--- src/rtl/i2s_mic_array_rx.sv ---
// i2s_mic_array_rx: I2S master for two stereo MEMS mic pairs, emits four samples per frame with one valid strobe
module i2s_mic_array_rx #(
    parameter int BITS_AUDIO     = 24,
    parameter int CLK_DIV_HALF   = 16,
    parameter int DISCARD_FRAMES = 2
) (
    input  logic                         clk_in,
    input  logic                         rst_in,
    output logic                         sck_out,
    output logic                         ws_out,
    input  logic                         sd_a_in,
    input  logic                         sd_b_in,
    output logic signed [BITS_AUDIO-1:0] audio_out_1,
    output logic signed [BITS_AUDIO-1:0] audio_out_2,
    output logic signed [BITS_AUDIO-1:0] audio_out_3,
    output logic signed [BITS_AUDIO-1:0] audio_out_4,
    output logic                         valid_out
);
    localparam int DW = $clog2(CLK_DIV_HALF);

    logic [DW-1:0]         div;
    logic [5:0]            bit_cnt;
    logic [5:0]            bit_nxt;
    logic [7:0]            disc;
    logic [1:0]            sync_a;
    logic [1:0]            sync_b;
    logic [BITS_AUDIO-1:0] sr_1;
    logic [BITS_AUDIO-1:0] sr_2;
    logic [BITS_AUDIO-1:0] sr_3;
    logic [BITS_AUDIO-1:0] sr_4;
    logic                  done;
    logic                  wrap;
    logic                  rise_stb;
    logic                  fall_stb;
    logic                  in_left;
    logic                  in_right;

    // Edge strobes and capture windows; data sits one bit after each WS change
    always_comb begin
        wrap     = div == DW'(CLK_DIV_HALF - 1);
        rise_stb = wrap && !sck_out;
        fall_stb = wrap && sck_out;
        bit_nxt  = bit_cnt + 6'd1;
        in_left  = bit_cnt >= 6'd1 && bit_cnt <= 6'(BITS_AUDIO);
        in_right = bit_cnt >= 6'd33 && bit_cnt <= 6'(32 + BITS_AUDIO);
    end

    // Bit clock divider, 64-bit frame counter and WS, all changing on the SCK falling edge
    always_ff @(posedge clk_in) begin
        if (!rst_in) begin
            div     <= '0;
            sck_out <= 1'b0;
            bit_cnt <= '0;
            ws_out  <= 1'b0;
        end else begin
            div <= wrap ? '0 : div + DW'(1);
            if (wrap) sck_out <= ~sck_out;
            if (fall_stb) begin
                bit_cnt <= bit_nxt;
                ws_out  <= bit_nxt[5];
            end
        end
    end

    // Two-flop synchronisers for the asynchronous mic data lines
    always_ff @(posedge clk_in) begin
        if (!rst_in) begin
            sync_a <= '0;
            sync_b <= '0;
        end else begin
            sync_a <= {sync_a[0], sd_a_in};
            sync_b <= {sync_b[0], sd_b_in};
        end
    end

    // MSB-first deserialisers, one per mic, shifting on SCK rise inside their slot window
    always_ff @(posedge clk_in) begin
        if (!rst_in) begin
            sr_1 <= '0;
            sr_2 <= '0;
            sr_3 <= '0;
            sr_4 <= '0;
        end else if (rise_stb) begin
            if (in_left) begin
                sr_1 <= (sr_1 << 1) | BITS_AUDIO'(sync_a[1]);
                sr_3 <= (sr_3 << 1) | BITS_AUDIO'(sync_b[1]);
            end
            if (in_right) begin
                sr_2 <= (sr_2 << 1) | BITS_AUDIO'(sync_a[1]);
                sr_4 <= (sr_4 << 1) | BITS_AUDIO'(sync_b[1]);
            end
        end
    end

    // Frame completion: drop start-up frames, then publish all four samples with a one-cycle strobe
    always_ff @(posedge clk_in) begin
        if (!rst_in) begin
            done        <= 1'b0;
            disc        <= '0;
            valid_out   <= 1'b0;
            audio_out_1 <= '0;
            audio_out_2 <= '0;
            audio_out_3 <= '0;
            audio_out_4 <= '0;
        end else begin
            done      <= rise_stb && bit_cnt == 6'(32 + BITS_AUDIO);
            valid_out <= done && disc == 8'(DISCARD_FRAMES);
            if (done) begin
                if (disc == 8'(DISCARD_FRAMES)) begin
                    audio_out_1 <= sr_1;
                    audio_out_2 <= sr_2;
                    audio_out_3 <= sr_3;
                    audio_out_4 <= sr_4;
                end else begin
                    disc <= disc + 8'd1;
                end
            end
        end
    end
endmodule

--- config.mk ---
export PLATFORM = sky130hd
export DESIGN_NAME = i2s_mic_array_rx
export DESIGN_NICKNAME = d
export VERILOG_FILES = /design/src/rtl/i2s_mic_array_rx.sv
export SDC_FILE = /design/constraint.sdc
export NUM_CORES = 1
export LEC_CHECK = 0
export BUFFER_PORTS_ARGS = -buffer_cell sky130_fd_sc_hd__buf_2
export CAP_MARGIN = 5
export CORE_UTILIZATION = 45
export CTS_BUF_LIST = sky130_fd_sc_hd__clkbuf_8
export CTS_CLUSTER_SIZE = 10
export DETAILED_ROUTE_END_ITERATION = 8
export PLACE_DENSITY = 0.68
export SYNTH_ARGS = -nofsm -noshare
export SYNTH_HDL_FRONTEND = slang
export SYNTH_SLANG_ARGS = --single-unit
--- constraint.sdc ---
create_clock -name clk_in -period 5.4 [get_ports clk_in]
set_clock_uncertainty 0.1 [all_clocks]
set_input_delay 0.54 -clock clk_in [delete_from_list [all_inputs] [get_ports clk_in]]
set_output_delay 0.54 -clock clk_in [all_outputs]
set_load 0.005 [all_outputs]
**Word-level counts from Yosys, hierarchy flattened**

Cells that the tools add are included.

- Bits in latches: 0
- RAM bits: 0
- Input bits: 4
- Logic and storage cells: 46
- Register bits after elaboration: 218
- Output and inout port bits: 99
- Memories: 0
- ROM bits: 0

- Equal/unequal tests: 3
- Multiplexer cells: 0
- Bitwise gates (word level): 7
- Reductions and logical operators: 12
- Multiply operators: 0
- Add/subtract/negate cells: 3
- $lt $le $gt $ge: 4
- Shifts and indexed selects: 0
- Div/mod/pow operators: 0

Operators by type and width:

| cell | number |
|---|---|
| bitwise OR 24 x 1 -> 24 bit | 4 |
| adder 8 x 1 -> 8 bit (second input constant) | 1 |
| equality test 8 x 2 -> 1 bit (second input constant) | 1 |
| AND reduction 2 bit | 4 |
| adder 6 x 1 -> 6 bit (second input constant) | 1 |
| equality test 6 bit (second input constant) | 1 |
| greater-or-equal comparator 6 x 1 -> 1 bit (second input constant) | 1 |
| greater-or-equal comparator 6 bit (second input constant) | 1 |
| less-or-equal comparator 6 x 5 -> 1 bit (second input constant) | 1 |
| less-or-equal comparator 6 bit (second input constant) | 1 |
| logical AND 1 bit | 6 |
| adder 4 x 1 -> 4 bit (second input constant) | 1 |
| equality test 4 bit (second input constant) | 1 |
| NOT 1 bit | 3 |
| OR reduction 2 bit | 1 |
| zero test 1 bit | 1 |

**Longest topological paths before layout**

- Word-level depth: 3
- Mapped depth: 8
- Mapped depth without buffers: 6

**Least setup slack after synthesis**

Ideal clock, no wire load.

- Path kind: reg-to-reg
- Start: reg div[0]
- End: reg sr_2[10]
- Stages on the path, launching flop included: 8
- Period minus slack after synthesis: 1.959 ns
- Path slack: 3.441 ns
- Buffers on the path: 2
- Setup time: 0.072 ns
- Data required time: 5.228 ns
- Arrival time: 1.787 ns
- Path through: dfxtp_1 ha_1 and3_1 nand3b_1 nor3_1 buf_2 buf_4 mux2i_1

- Cells in the longest elaborated chain, start to end: 3

Ends and longest elaborated chain:

| what | line | RTL |
|---|---|---|
| start: declaration | 21 | `logic [DW-1:0] div;` |
| start signal: assignment | 56 | `div <= wrap ? '0 : div + DW'(1);` |
| equality test 4 bit | 40 | `wrap = div == DW'(CLK_DIV_HALF - 1);` |
| logical AND 1 bit | 41 | `rise_stb = wrap && !sck_out;` |
| AND reduction 2 bit (no source line) | - |  |
| end signal: assignment | 89 | `sr_2 <= (sr_2 << 1) \| BITS_AUDIO'(sync_a[1]);` |
| end: declaration | 28 | `logic [BITS_AUDIO-1:0] sr_2;` |

Every way passes these cells.
A chain may end at the register's enable or synchronous reset.

**Final worst setup path**

- Start: reg disc[1]
- End: reg audio_out_2[20]

- Cells in the longest elaborated chain, start to end: 2

Ends and longest elaborated chain:

| what | line | RTL |
|---|---|---|
| start: declaration | 24 | `logic [7:0] disc;` |
| start signal: assignment | 115 | `disc <= disc + 8'd1;` |
| equality test 8 x 2 -> 1 bit | 109 | `if (disc == 8'(DISCARD_FRAMES)) begin` |
| AND reduction 2 bit (no source line) | - |  |
| end signal: assignment | 111 | `audio_out_2 <= sr_2;` |
| end: declaration | 14 | `output logic signed [BITS_AUDIO-1:0] audio_out_2,` |

Every way passes these cells.

==> results.cfg <==
[setup_path]
cp.arrival_ps = 3060
r2r_start = disc[1]
critPathCaptureType = flop
critical_path.startpoint = disc[1]
critPathSlowestCell = sky130_fd_sc_hd__nand3_4
worstRegToRegCells = 5
critical_path.max_fanout = 97
timing.rr.end = audio_out_2[20]
startpoint_type = flop
wp_depth = 5
count_of_buffering_cells_on_the_critical_path_with_inverters_included = 0
worst_setup_path_endpoint = audio_out_2[20]
list_of_cells_traversed_by_the_critical_path = ha_1 -> nor4b_1 -> nand3_4 -> nand2_1 -> a21oi_1
worst-r2r-setup-slack_ps = 2590
setup.worst_path.class = flop to flop
timing.critical_path.max_delay_family = simple AND/OR/NAND/NOR gates
worst_path_required_time_ps = 5650
critical_path.max_stage_delay_ps = 970

[yosys]
synth-seq-area-share_pct = 56.3
synth_warnings = 0
ys_types = 34
synth_largest_type_area_fraction_pct = 56.3
synth.ff_latch_count = 217
mappedNetlistNets = 855
synthesis.area_per_instance_um2 = 9.13
syn_area_um2 = 7720
synth_instances = 845
synthTopCellsByArea = sky130_fd_sc_hd__dfxtp_1 56%, sky130_fd_sc_hd__nand2_1 14%, sky130_fd_sc_hd__mux2i_1 12%
synth_top_cell_by_area = sky130_fd_sc_hd__dfxtp_1

[floorplan]
chipWidth_um = 133
core_area_um2 = 16600
initial_utilization_pct = 46.4
num_io_pins = 103
die_h_um = 133
rows = 47
floorplan_die_area_um2 = 17700

[sta]
period_minus_slack_ps = 2810
final_number_of_setup_violating_endpoints = 0
hold-worst-slack_ps = 140
rsz0062_at_grt = false
worst_pin_slew_ps = 1110
hold_viol = 0
relSlewSlack_pct = 26.2
timing.final.crit_share_pct = 52.0
slew_violations = 0
max_clock_freq_mhz = 356
sum_neg_setup_slack_ps = 0

[place]
gp_congestion = 0.769
numPortBuffers = 102
detailedPlacementHpwl_mm = 8.47

[pwr]
cell_area_power_density_nw_per_um2 = 333
p_leak_nw = 3.36
vdd_drop_max_mv = 0.196
power.total_mw = 3.00

[cts]
cts_repair_resize_count = 0
tritoncts_num_sinks = 217
post_cts_hold_buffer_count = 0
ctsHtreeMaxLevel = 2
cts.repair_timing.setup_buffer_count = 0
cts_inserted_buffers = 37
clk_pin_slew_worst_paths_ps = 60
clock_insertion_delay_worst_skew_ps = 520
clk_root_buffer_cell = sky130_fd_sc_hd__clkbuf_8
cts_buffer_depth = 3
tritoncts_clock_tree = built

[grt]
grt_first_pass_wirelength_mm = 25.2
largest_net_degree_at_the_start_of_global_routing = 105
via_count_of_the_first_global_routing_pass = 5455
grt_overflow = 0
grt_util_all_layers_pct = 17.3
antenna_found_initial = 0

[route]
postRouteWirelength_mm = 14.9
detail-route-antenna-nets = 0
total_vias_in_the_final_route = 5732
drt_iter0_markers = 271
residual_drc_count = 0
drt_pass1_iterations = 4
viasPerCell = 4.85
wire_per_inst_um = 12.6

[hold_path]
hold_class = input port to flop

[run_status]
status = completed

[finish]
antennaDiodeCount = 0
fin_nets = 947
synthToLayoutAreaGrowth_pct = 16.7
layout-drive-gt1-share_pct = 16.6

[run]
drv.max_cap_violation_count = 0
## cell usage after synthesis
cell / number
sky130_fd_sc_hd__and3_1: 3
sky130_fd_sc_hd__nand4_1: 4
sky130_fd_sc_hd__nand2b_1: 1
sky130_fd_sc_hd__nand3b_1: 1
sky130_fd_sc_hd__a211oi_1: 1
sky130_fd_sc_hd__xor2_1: 6
sky130_fd_sc_hd__nand2_1: 293
sky130_fd_sc_hd__nand3_1: 7
sky130_fd_sc_hd__mux2i_1: 96
sky130_fd_sc_hd__buf_2: 11
sky130_fd_sc_hd__inv_2: 1
sky130_fd_sc_hd__nor4_2: 1
sky130_fd_sc_hd__or3_1: 2
sky130_fd_sc_hd__o21ai_0: 2
sky130_fd_sc_hd__dfxtp_1: 217
sky130_fd_sc_hd__nor3_1: 6
sky130_fd_sc_hd__nor3_2: 1
sky130_fd_sc_hd__and4_1: 1
sky130_fd_sc_hd__a21oi_1: 101
sky130_fd_sc_hd__clkbuf_1: 33
sky130_fd_sc_hd__buf_6: 4
sky130_fd_sc_hd__a31o_2: 1
sky130_fd_sc_hd__buf_4: 5
sky130_fd_sc_hd__nor2_1: 18
sky130_fd_sc_hd__ha_1: 6
sky130_fd_sc_hd__o211ai_1: 1
sky130_fd_sc_hd__nand4b_1: 1
sky130_fd_sc_hd__buf_1: 1
sky130_fd_sc_hd__or4b_1: 1
sky130_fd_sc_hd__nor4b_1: 1
sky130_fd_sc_hd__nor4_1: 1
sky130_fd_sc_hd__and2_1: 4
sky130_fd_sc_hd__inv_1: 6
sky130_fd_sc_hd__xnor2_1: 7
## power by group
group	total, mW	switching [mW]	internal, mW	leakage, nW
registers	1.61	0.00221	1.61	1.75
logic	0.0334	0.0283	0.00501	1.20
clock network	1.36	0.614	0.746	0.413
total	3.00	0.644	2.36	3.36
## routing by layer
metal | global-route usage, % | up-vias | wire [µm]
li1 | - | 2963 | -
met1 | 22.5 | 2618 | 7250
met2 | 27.6 | 122 | 6470
met3 | 4.25 | 29 | 843
met4 | 6.45 | 0 | 310
met5 | 0 | - | 0
## layout by cell type (no fill, tap or decap), types with 2 or more instances in the layout
master                     instances
sky130_fd_sc_hd__nand2_1         293
sky130_fd_sc_hd__dfxtp_1         217
sky130_fd_sc_hd__a21oi_1         101
sky130_fd_sc_hd__buf_2           101
sky130_fd_sc_hd__mux2i_1          96
sky130_fd_sc_hd__clkbuf_8         45
sky130_fd_sc_hd__inv_1            22
sky130_fd_sc_hd__nor2_1           18
sky130_fd_sc_hd__xnor2_1           7
sky130_fd_sc_hd__nand3_1           6
sky130_fd_sc_hd__xor2_1            6
sky130_fd_sc_hd__ha_1              6
sky130_fd_sc_hd__buf_4             6
sky130_fd_sc_hd__nor3_1            5
sky130_fd_sc_hd__nand4_1           4
sky130_fd_sc_hd__and2_1            4
sky130_fd_sc_hd__and3_1            3
sky130_fd_sc_hd__or3_1             2
sky130_fd_sc_hd__o21ai_0           2
## worst min-delay path by stage
stage              start         to  slack (ps)  cells after the start
2_1_floorplan  sync_a[0]  sync_a[1]         310                      1
3_3_place_gp   sync_a[0]  sync_a[1]         320                      1
3_5_place_dp   sync_b[0]  sync_b[1]         320                      1
4_1_cts          sd_a_in  sync_a[0]         120                      2
5_1_grt          sd_a_in  sync_a[0]         140                      2
6_report         sd_a_in  sync_a[0]         140                      2
## logic make-up after synthesis
family	after synthesis	synth area share [%]
simple gates	346	18.0
flops	217	56.3
compound gates	106	6.99
mux	96	12.5
buf+inv	61	3.78
xor+xnor	13	1.48
fa+ha+maj	6	0.973
## sequential cells by signal (all words and copies together), names as in the netlist
signal	count
audio_out_1	24
audio_out_2	24
audio_out_3	24
audio_out_4	24
sr_1	24
sr_2	24
sr_3	24
sr_4	24
disc	8
bit_cnt	5
div	4
sync_a	2
sync_b	2
done	1
sck_out	1
valid_out	1
ws_out	1
## metrics by stage
step | std cells | utilization, % | instance area (µm²) | setup WS [ps]
2_1_floorplan | 845 | - | 7720 | 3440
3_3_place_gp | 1118 | 50.0 | 8310 | 2690
3_5_place_dp | 1118 | 50.0 | 8310 | 2570
4_1_cts | 1181 | 54.1 | 9000 | 2540
5_1_grt | 1181 | 54.1 | 9000 | 2260
6_report | 1181 | 54.1 | 9000 | 2590
## cell type report
type,instances,area (µm²)
fill,1579,7640
sequential,217,4340
multi-input combinational,567,3110
clock buffer,45,619
timing repair buffer,107,551
tap,220,275
clock inverter,18,72.6
inverter,7,28.8
Note: power is estimated with default switching activity, not from simulation.
